===== src/rtl/systolic_ctrl.sv =====
// Sequencer for a DIM x DIM systolic array: loads accumulator rows, streams skewed operands, reads results.
// Optional SYSTOLIC_CTRL_PERF_EN adds perf_cycles / perf_stalls counters.
module systolic_ctrl #(
    parameter int DIM   = 8,
    parameter int CNT_W = $clog2(3*DIM)
) (
    input  logic                    clk,
    input  logic                    rst_n,
    input  logic                    start,
    output logic                    busy,
    output logic                    done,
    input  logic                    src_valid,
    output logic                    src_ready,
    output logic [DIM-1:0]          feed_mask,
    output logic [CNT_W-1:0]        k_idx,
    output logic                    arr_en,
    output logic [DIM-1:0]          wr_row,
    output logic [$clog2(DIM)-1:0]  c_row,
    output logic                    out_valid,
    input  logic                    out_ready
`ifdef SYSTOLIC_CTRL_PERF_EN
    ,
    output logic [31:0]             perf_cycles,
    output logic [31:0]             perf_stalls
`endif
);

    localparam int ROW_W = $clog2(DIM);

    localparam logic [2:0] S_IDLE    = 3'd0;
    localparam logic [2:0] S_LOADC   = 3'd1;
    localparam logic [2:0] S_COMPUTE = 3'd2;
    localparam logic [2:0] S_READ    = 3'd3;
    localparam logic [2:0] S_DONE    = 3'd4;

    localparam logic [CNT_W-1:0] K_ROW_LAST  = CNT_W'(DIM - 1);
    localparam logic [CNT_W-1:0] K_STEP_LAST = CNT_W'(3*DIM - 3);
    localparam logic [DIM-1:0]   ROW_ONE     = {{(DIM-1){1'b0}}, 1'b1};

    logic [2:0]       state;
    logic [CNT_W-1:0] k;

    // k restarts at zero on every state entry, so each terminal compare is local to its state
    always_ff @(posedge clk or negedge rst_n) begin
        if (!rst_n) begin
            state <= S_IDLE;
            k     <= '0;
        end else begin
            case (state)
                S_IDLE: begin
                    if (start) begin
                        state <= S_LOADC;
                        k     <= '0;
                    end
                end
                S_LOADC: begin
                    if (k == K_ROW_LAST) begin
                        state <= S_COMPUTE;
                        k     <= '0;
                    end else begin
                        k <= k + CNT_W'(1);
                    end
                end
                S_COMPUTE: begin
                    if (src_valid) begin
                        if (k == K_STEP_LAST) begin
                            state <= S_READ;
                            k     <= '0;
                        end else begin
                            k <= k + CNT_W'(1);
                        end
                    end
                end
                S_READ: begin
                    if (out_ready) begin
                        if (k == K_ROW_LAST) begin
                            state <= S_DONE;
                            k     <= '0;
                        end else begin
                            k <= k + CNT_W'(1);
                        end
                    end
                end
                S_DONE: begin
                    state <= S_IDLE;
                    k     <= '0;
                end
                default: begin
                    state <= S_IDLE;
                    k     <= '0;
                end
            endcase
        end
    end

    // Outputs decode only registered state; src_valid -> arr_en is the one intended comb path
    always_comb begin
        busy      = (state != S_IDLE);
        done      = (state == S_DONE);
        src_ready = 1'b0;
        feed_mask = '0;
        k_idx     = k;
        arr_en    = 1'b0;
        wr_row    = '0;
        c_row     = '0;
        out_valid = 1'b0;
        case (state)
            S_LOADC: begin
                arr_en = 1'b1;
                wr_row = ROW_ONE << k;
                c_row  = k[ROW_W-1:0];
            end
            S_COMPUTE: begin
                src_ready = 1'b1;
                arr_en    = src_valid;
                for (int i = 0; i < DIM; i++) begin
                    feed_mask[i] = (int'(k) >= i) && ((int'(k) - i) < DIM);
                end
            end
            S_READ: begin
                out_valid = 1'b1;
                c_row     = k[ROW_W-1:0];
            end
            default: begin
            end
        endcase
    end

`ifdef SYSTOLIC_CTRL_PERF_EN
    logic stall_cycle;
    assign stall_cycle = ((state == S_COMPUTE) && !src_valid) ||
                         ((state == S_READ) && !out_ready);

    // Counters clear when a run is accepted and freeze once back in IDLE
    always_ff @(posedge clk or negedge rst_n) begin
        if (!rst_n) begin
            perf_cycles <= '0;
            perf_stalls <= '0;
        end else if ((state == S_IDLE) && start) begin
            perf_cycles <= '0;
            perf_stalls <= '0;
        end else begin
            if ((state != S_IDLE) && (perf_cycles != 32'hFFFF_FFFF)) begin
                perf_cycles <= perf_cycles + 32'd1;
            end
            if (stall_cycle && (perf_stalls != 32'hFFFF_FFFF)) begin
                perf_stalls <= perf_stalls + 32'd1;
            end
        end
    end
`endif

endmodule

===== config.mk =====
export PLATFORM = sky130hd
export DESIGN_NAME = systolic_ctrl
export DESIGN_NICKNAME = d
export VERILOG_FILES = /design/src/rtl/systolic_ctrl.sv
export SDC_FILE = /design/constraint.sdc
export NUM_CORES = 1
export LEC_CHECK = 0
export CAP_MARGIN = 5
export CELL_PAD_IN_SITES_DETAIL_PLACEMENT = 1
export CELL_PAD_IN_SITES_GLOBAL_PLACEMENT = 1
export CORE_MARGIN = 10
export CORE_UTILIZATION = 33
export CTS_CLUSTER_DIAMETER = 60
export DETAILED_ROUTE_END_ITERATION = 7
export GPL_ROUTABILITY_DRIVEN = 0
export PLACE_DENSITY_LB_ADDON = 0.15
export SYNTH_ARGS = -nofsm -noshare
export SYNTH_HDL_FRONTEND = slang
export SYNTH_SLANG_ARGS = --single-unit

===== constraint.sdc =====
create_clock -name clk -period 2.6 [get_ports clk]
set_input_delay 0.52 -clock clk [delete_from_list [all_inputs] [get_ports clk]]
set_output_delay 0.52 -clock clk [all_outputs]
set_load 0.005 [all_outputs]

==> flow_summary_export.csv, run 1 <==
group,metric,value,unit
yosys,async_flop_share,100,%
global_routing,grt_pass1_vias,1387,
clock_network,htreeDepth,1,
setup_path,reg2reg_depth,7,
timing,relSlewSlack,59.3,%
worst_hold_path,hp-class,"in2async",
setup_path,cp_cell_sequence,"inv_4 -> buf_12 -> ha_4 -> ha_1 -> o311ai_1 -> and4_1 -> clkdlybuf4s50_1",
yosys,synth_cells,144,
drt,ant_nets,0,
status,violations,"negative setup slack",
setup_path,cp-start-kind,"register",
yosys,yosys.cell_types.count,47,
drt,dr.pass1.iters,4,
setup_path,cp.depth,7,
timing,setup_tns,-1.36,ps
power,powerDensity,1110,nW/um^2
status,status,"complete, but fails checks",
yosys,ys_ff_latch,8,
global_routing,grt.total_usage,13.6,%
power,p_switching,920,uW
clock_network,cts_tree,"built",
finish,syn2layout_area_growth,58.7,%
drt,vias,1319,
clock_network,clkLatencyLatePin,270,ps
setup_path,cp-end-kind,"output port",
global_routing,grt_max_degree,17,
timing,fmax,0.384,GHz
yosys,synth_top_cell_area_share,17.9,%
timing,finalCritPeriodShare,100,%
finish,multi_input_area,932,sq um
finish,ff_latch_area,200,sq um
clock_network,cts_sinks,8,
timing,worst_pin_slew,607,ps
drt,wirelength,4.35,mm
clock_network,cts_hold_buf,0,
power,power.internal,1050,uW
yosys,synthTopCellsByArea,"dfrtp_1, ha_1, nand2_1, o2bb2ai_2, and2_1",
floorplan,fp.dieW,78.3,um
global_routing,antenna_found_initial,0,
floorplan,die_h,78.3,um
setup_path,path_buf_inv,3,
finish,nets,209,
timing,finalClockSkew,10.5,ps
floorplan,start_util,33.8,%
floorplan,num_rows,21,
power,clock_power_share,5.3,%
timing,hold_violations,0,
power,combPwrFrac,83.2,%
placed_design,dpl.cell_count,227,
power,switching_share,46.7,%
clock_network,cts_root_buffer,"clkbuf_4",
yosys,avgSynthCellArea,7.78,sq um
drt,drc,0,
setup_path,slowest_delay,500,ps
yosys,yosysSeqAreaShare,17.9,%
job,cap_violations,0,
clock_network,cts_buffers,3,
yosys,yosysTopAreaCell,"dfrtp_1",
floorplan,io_pins,34,
timing,finalCriticalPeriod,2600,ps
drt,viasPerCell,5.52,
power,vdd_drop_max,0.000461,V
drt,routedWlPerCell,18.2,um
placed_design,post-place-ws,95.1,ps
clock_network,clkTransAtPathRegs,60,ps
global_routing,grt-ovfl-total,0,
yosys,synth_edf_count,0,
yosys,synth_nets,158,
setup_path,crit_family,"buffers and inverters",
setup_path,critPathSlowestCell,"clkdlybuf4s50_1",
yosys,synthFlopType,"dfrtp_1",
setup_path,worstPathArrival,2080,ps
placed_design,hpwl,3.19,mm
yosys,netlist_area,1120,sq um
floorplan,dieArea,6120,sq um
clock_network,cts_max_path_buffers,2,
timing,setup_slack,-1.36,ps
drt,initialDrtViolationCount,69,
timing,slew_violations,0,
power,leakage,0.000730,uW
power,seqPwrFrac,11.5,%
placed_design,port_buffers,33,
timing,setup_viol,1,
finish,final_cell_count_no_fill,239,
finish,drive_above_1_share,30.6,%
setup_path,crit_type,"reg2out",
finish,num_antenna_cells,0,
timing,rsz0062_at_grt,"yes",
global_routing,grt_pass1_wl,6.98,mm
setup_path,cp.required,2080,ps
finish,nFillCells,406,
yosys,ys_warn_count,0,
setup_path,path_max_fanout,5,
floorplan,coreArea,3310,sq um
## registers in the layout (all words and copies together) (netlist names)
name,count
k_idx,5
state,3
## worst reg2reg max path, stage by stage, from the launching register on
cell and delay [ps]:
dfrtp_1 410, inv_4 100, ha_2 190, buf_4 150, nand3b_1 140, a22oi_2 340
or2_4 240, o22ai_2 80
## what timing repair did
item,in CTS,in global routing
endpoints found under the setup margin,8,7
buffers inserted,5,4
pin swaps,3,4
gates resized for setup,25,13
gates cloned,0,0
## layout make-up
cell class,count,area share [%]
inverters,8,1.83
clock buffers,3,1.27
multi-input cells,117,52.5
flip-flops and latches,8,11.3
repair buffers,57,29.9
well taps,46,3.24
## cell families after synthesis
logic type | count (synthesis) | share of synthesized area [%]
AND/OR/NAND/NOR | 65 | 32.0
adder cells (fa/ha/maj) | 9 | 10.1
AO/OA/AOI/OAI | 39 | 27.8
multiplexers | 1 | 0.894
buffers and inverters | 19 | 9.05
XOR/XNOR | 3 | 2.35
flip-flops | 8 | 17.9
## power by group through the flow
| stage | combinational (uW) | sequential (uW) | clock [uW] |
|---|---|---|---|
| after floorplan | 829 | 217 | 0 |
| after global placement | 1340 | 220 | 0 |
| after detailed placement | 1370 | 222 | 0 |
| after CTS | 1530 | 225 | 107 |
| after global routing | 1790 | 236 | 115 |
| final | 1640 | 226 | 104 |
## cell usage after synthesis (all sizes together), types with 2 or more instances
cell / instances
nand2: 14
nor2: 10
clkinv: 2
and2: 8
o2bb2ai: 3
o311ai: 3
nor3: 4
ha: 9
xnor2: 3
o21a: 2
o21ai: 10
inv: 6
a21oi: 7
a22oi: 2
nor4: 3
a211oi: 2
nand3b: 2
nand3: 6
buf: 10
and3: 4
a31oi: 2
and4: 3
dfrtp: 8
nand2b: 3
nor2b: 3
## worst paths after layout
check | from | endpoint | slack [ps]
setup / recovery | k_idx[3] | feed_mask[2] | -1
hold / removal | rst_n | state[0] | 540
setup reg to reg | k_idx[3] | k_idx[1] | 800
hold reg to reg | state[1] | state[2] | 590
max in group asynchronous | rst_n | k_idx[1] | 1770
min in group clk | state[1] | state[2] | 590
## cells in the final DEF (no fill, tap or decap), types with 2 or more instances in the layout
cell,netlist,layout
ha_2,0,3
and4_1,3,3
o311ai_4,1,2
nand2_1,14,14
nand3_1,6,6
nand2b_1,3,2
and2_1,7,7
nor2_2,0,2
dlymetal6s2s_1,0,2
and3_1,4,4
o21ai_0,6,5
nor4_1,3,2
xnor2_1,3,3
dfrtp_1,8,8
ha_1,9,3
dlygate4sd2_1,0,3
buf_6,2,2
a21oi_1,7,6
o21ai_1,3,4
nor3_1,4,3
ha_4,0,3
o2bb2ai_2,3,3
clkdlybuf4s50_1,0,28
buf_4,2,21
o21a_1,2,2
inv_2,0,3
a211oi_1,2,2
nor2b_4,0,2
clkbuf_4,0,3
nor2_1,10,8
inv_1,6,3
a31oi_1,2,2
nand3b_1,2,2
## through the flow
step | util [%] | hold WS, ps | power, uW | area, sq um
finish | 53.7 | 538 | 1970 | 1780
detailed placement | 46.8 | 585 | 1590 | 1550
global route | 53.7 | 564 | 2140 | 1780
CTS | 50.7 | 549 | 1860 | 1680
floorplan | - | 224 | 1050 | 1120
global placement | 46.8 | 570 | 1560 | 1550
## routing by layer
metal,global-route usage (%),wire length (um),part of all wire [%],vias up
met4,3.58,79,1.8,0
met2,24.4,2300,53,35
met5,0,0,0,-
met1,15.3,1780,41,651
li1,-,-,-,621
met3,3.87,192,4.4,12
(Power assumes the default switching activity.)
==> inputs of run 2 (changes only) <==
CORE_ASPECT_RATIO = 0.8   (was unset)
==> run 2 against run 1 <==
Compared with the run above:
- the run now ends clean
- global-route usage grew 0.72 points
- combinational power is 4% higher
- via count rose by 1.6%
- critical endpoint unchanged
- largest power group unchanged
==> flow_summary_export.csv, run 2 (synthesis gave the netlist of run 1 again) <==
group,metric,value,unit
status,status,"finished clean",
timing,worst_pin_slew,679,ps
timing,setup_tns,0,ps
global_routing,grt_pass1_wl,7.42,mm
finish,largest_reg_flops,5,
floorplan,start_util,35.3,%
floorplan,dieArea,6140,sq um
drt,drc,0,
setup_path,reg2reg_depth,4,
global_routing,grt.total_usage,14.3,%
setup_path,critical_path.endpoint,"feed_mask[2]",
timing,fmax,0.389,GHz
global_routing,grt_max_degree,17,
clock_network,cts_max_path_buffers,2,
setup_path,cp-startpoint,"k_idx[2]",
clock_network,clkTransAtPathRegs,50,ps
power,seqPwrFrac,12.3,%
drt,vias,1340,
timing,slew_violations,0,
clock_network,cts_hold_buf,0,
finish,nFillCells,384,
finish,final_cell_mix,"clkdlybuf4s50_1, buf_4, nand2_1",
setup_path,rr_startpoint,"state[2]",
finish,num_antenna_cells,0,
setup_path,cp.depth,7,
power,vdd_drop_max,0.000545,V
setup_path,path_max_fanout,4,
setup_path,path_buf_inv,2,
finish,mostFrequentLayoutCell,"clkdlybuf4s50_1",
setup_path,worstPathArrival,2050,ps
power,clock_power_share,7.8,%
global_routing,grt-ovfl-total,0,
power,switching_share,46.8,%
drt,dr.pass1.iters,4,
timing,setup_viol,0,
placed_design,hpwl,3.24,mm
timing,finalClockSkew,6.98,ps
finish,syn2layout_area_growth,62.6,%
global_routing,antenna_found_initial,0,
setup_path,cp_cell_sequence,"inv_4 -> ha_2 -> nor2b_4 -> nand2_1 -> o311ai_1 -> and4_1 -> clkdlybuf4s50_1",
setup_path,reg2reg_slack,750,ps
setup_path,slowest_delay,500,ps
timing,rsz0062_at_grt,"yes",
drt,viasPerCell,5.70,
setup_path,reg2reg_to,"k_idx[2]",
floorplan,coreArea,3180,sq um
clock_network,cts_root_buffer,"clkbuf_8",
setup_path,crit_type,"reg2out",
setup_path,cp.required,2080,ps
clock_network,cts_tree,"built",
clock_network,htreeDepth,1,
floorplan,num_rows,18,
global_routing,grt_pass1_vias,1427,
drt,wirelength,4.98,mm
setup_path,cp-start-kind,"register",
clock_network,cts_sinks,8,
finish,drive_above_1_share,35.4,%
timing,finalCritPeriodShare,98.9,%
timing,relSlewSlack,54.6,%
timing,whs,566,ps
power,p_switching,996,uW
placed_design,port_buffers,33,
setup_path,cp-end-kind,"output port",
drt,ant_nets,0,
drt,routedWlPerCell,21.2,um
timing,finalCriticalPeriod,2570,ps
drt,initialDrtViolationCount,68,
job,cap_violations,0,
worst_hold_path,hp-class,"in2async",
power,power.internal,1130,uW
power,powerDensity,1170,nW/um^2
power,leakage,0.000769,uW
setup_path,crit_family,"buffers and inverters",
setup_path,critPathSlowestCell,"clkdlybuf4s50_1",
clock_network,cts_buffers,3,
finish,nets,211,
floorplan,io_pins,34,
floorplan,fp.dieW,85.1,um
power,combPwrFrac,79.9,%
floorplan,die_h,72.1,um
clock_network,clkLatencyLatePin,250,ps
timing,hold_violations,0,
run 2: per-layer routing:
layer | share of wire (%) | up-vias | track usage (%)
li1 | - | 625 | -
met1 | 42 | 669 | 17.0
met2 | 50 | 39 | 25.9
met3 | 5.7 | 7 | 2.90
met4 | 1.5 | 0 | 2.74
met5 | 0 | - | 0
run 2: power groups by stage:
stage	clock, uW	combinational, uW	sequential (uW)
after floorplan	0	829	217
after global placement	0	1310	235
after detailed placement	0	1340	242
after CTS	154	1490	244
after global routing	171	1830	272
final	165	1700	262
run 2: layout make-up:
| type | count | area, sq um | area share, % |
|---|---|---|---|
| repair buffers | 59 | 538 | 29.6 |
| clock buffers | 3 | 41.3 | 2.27 |
| well taps | 40 | 50.0 | 2.75 |
| multi-input cells | 117 | 951 | 52.2 |
| flip-flops and latches | 8 | 205 | 11.3 |
| inverters | 8 | 35.0 | 1.92 |
run 2: worst min path at each step:
stage / to / slack (ps) / cells past startpoint
5_1_grt: k_idx[1] / 590 / 1
4_1_cts: k_idx[4] / 600 / 1
3_3_place_gp: k_idx[0] / 570 / 2
6_report: k_idx[2] / 570 / 1
3_5_place_dp: k_idx[0] / 580 / 2
2_1_floorplan: k_idx[0] / 220 / 0
run 2: metrics by stage:
| stage | util (%) | total power [uW] | worst slack, ps | area (sq um) | instances |
|---|---|---|---|---|---|
| 2_1_floorplan | - | 1050 | 336 | 1120 | 144 |
| 3_3_place_gp | 48.3 | 1540 | 160 | 1530 | 220 |
| 3_5_place_dp | 48.3 | 1580 | 80.6 | 1530 | 220 |
| 4_1_cts | 52.7 | 1890 | 2.25 | 1670 | 230 |
| 5_1_grt | 57.3 | 2270 | -78.7 | 1820 | 235 |
| 6_report | 57.3 | 2130 | 29.2 | 1820 | 235 |
run 2: worst reg2reg max path: cells and delay by family (launching register included):
family	cells	cell delay (ps)
buffers and inverters	1	180
flip-flops	1	580
AO/OA/AOI/OAI	3	990
run 2: what timing repair did:
action,in CTS,in global routing
gates resized for setup,20,25
pin swaps,1,3
endpoints found under the setup margin,8,8
setup buffers,7,5
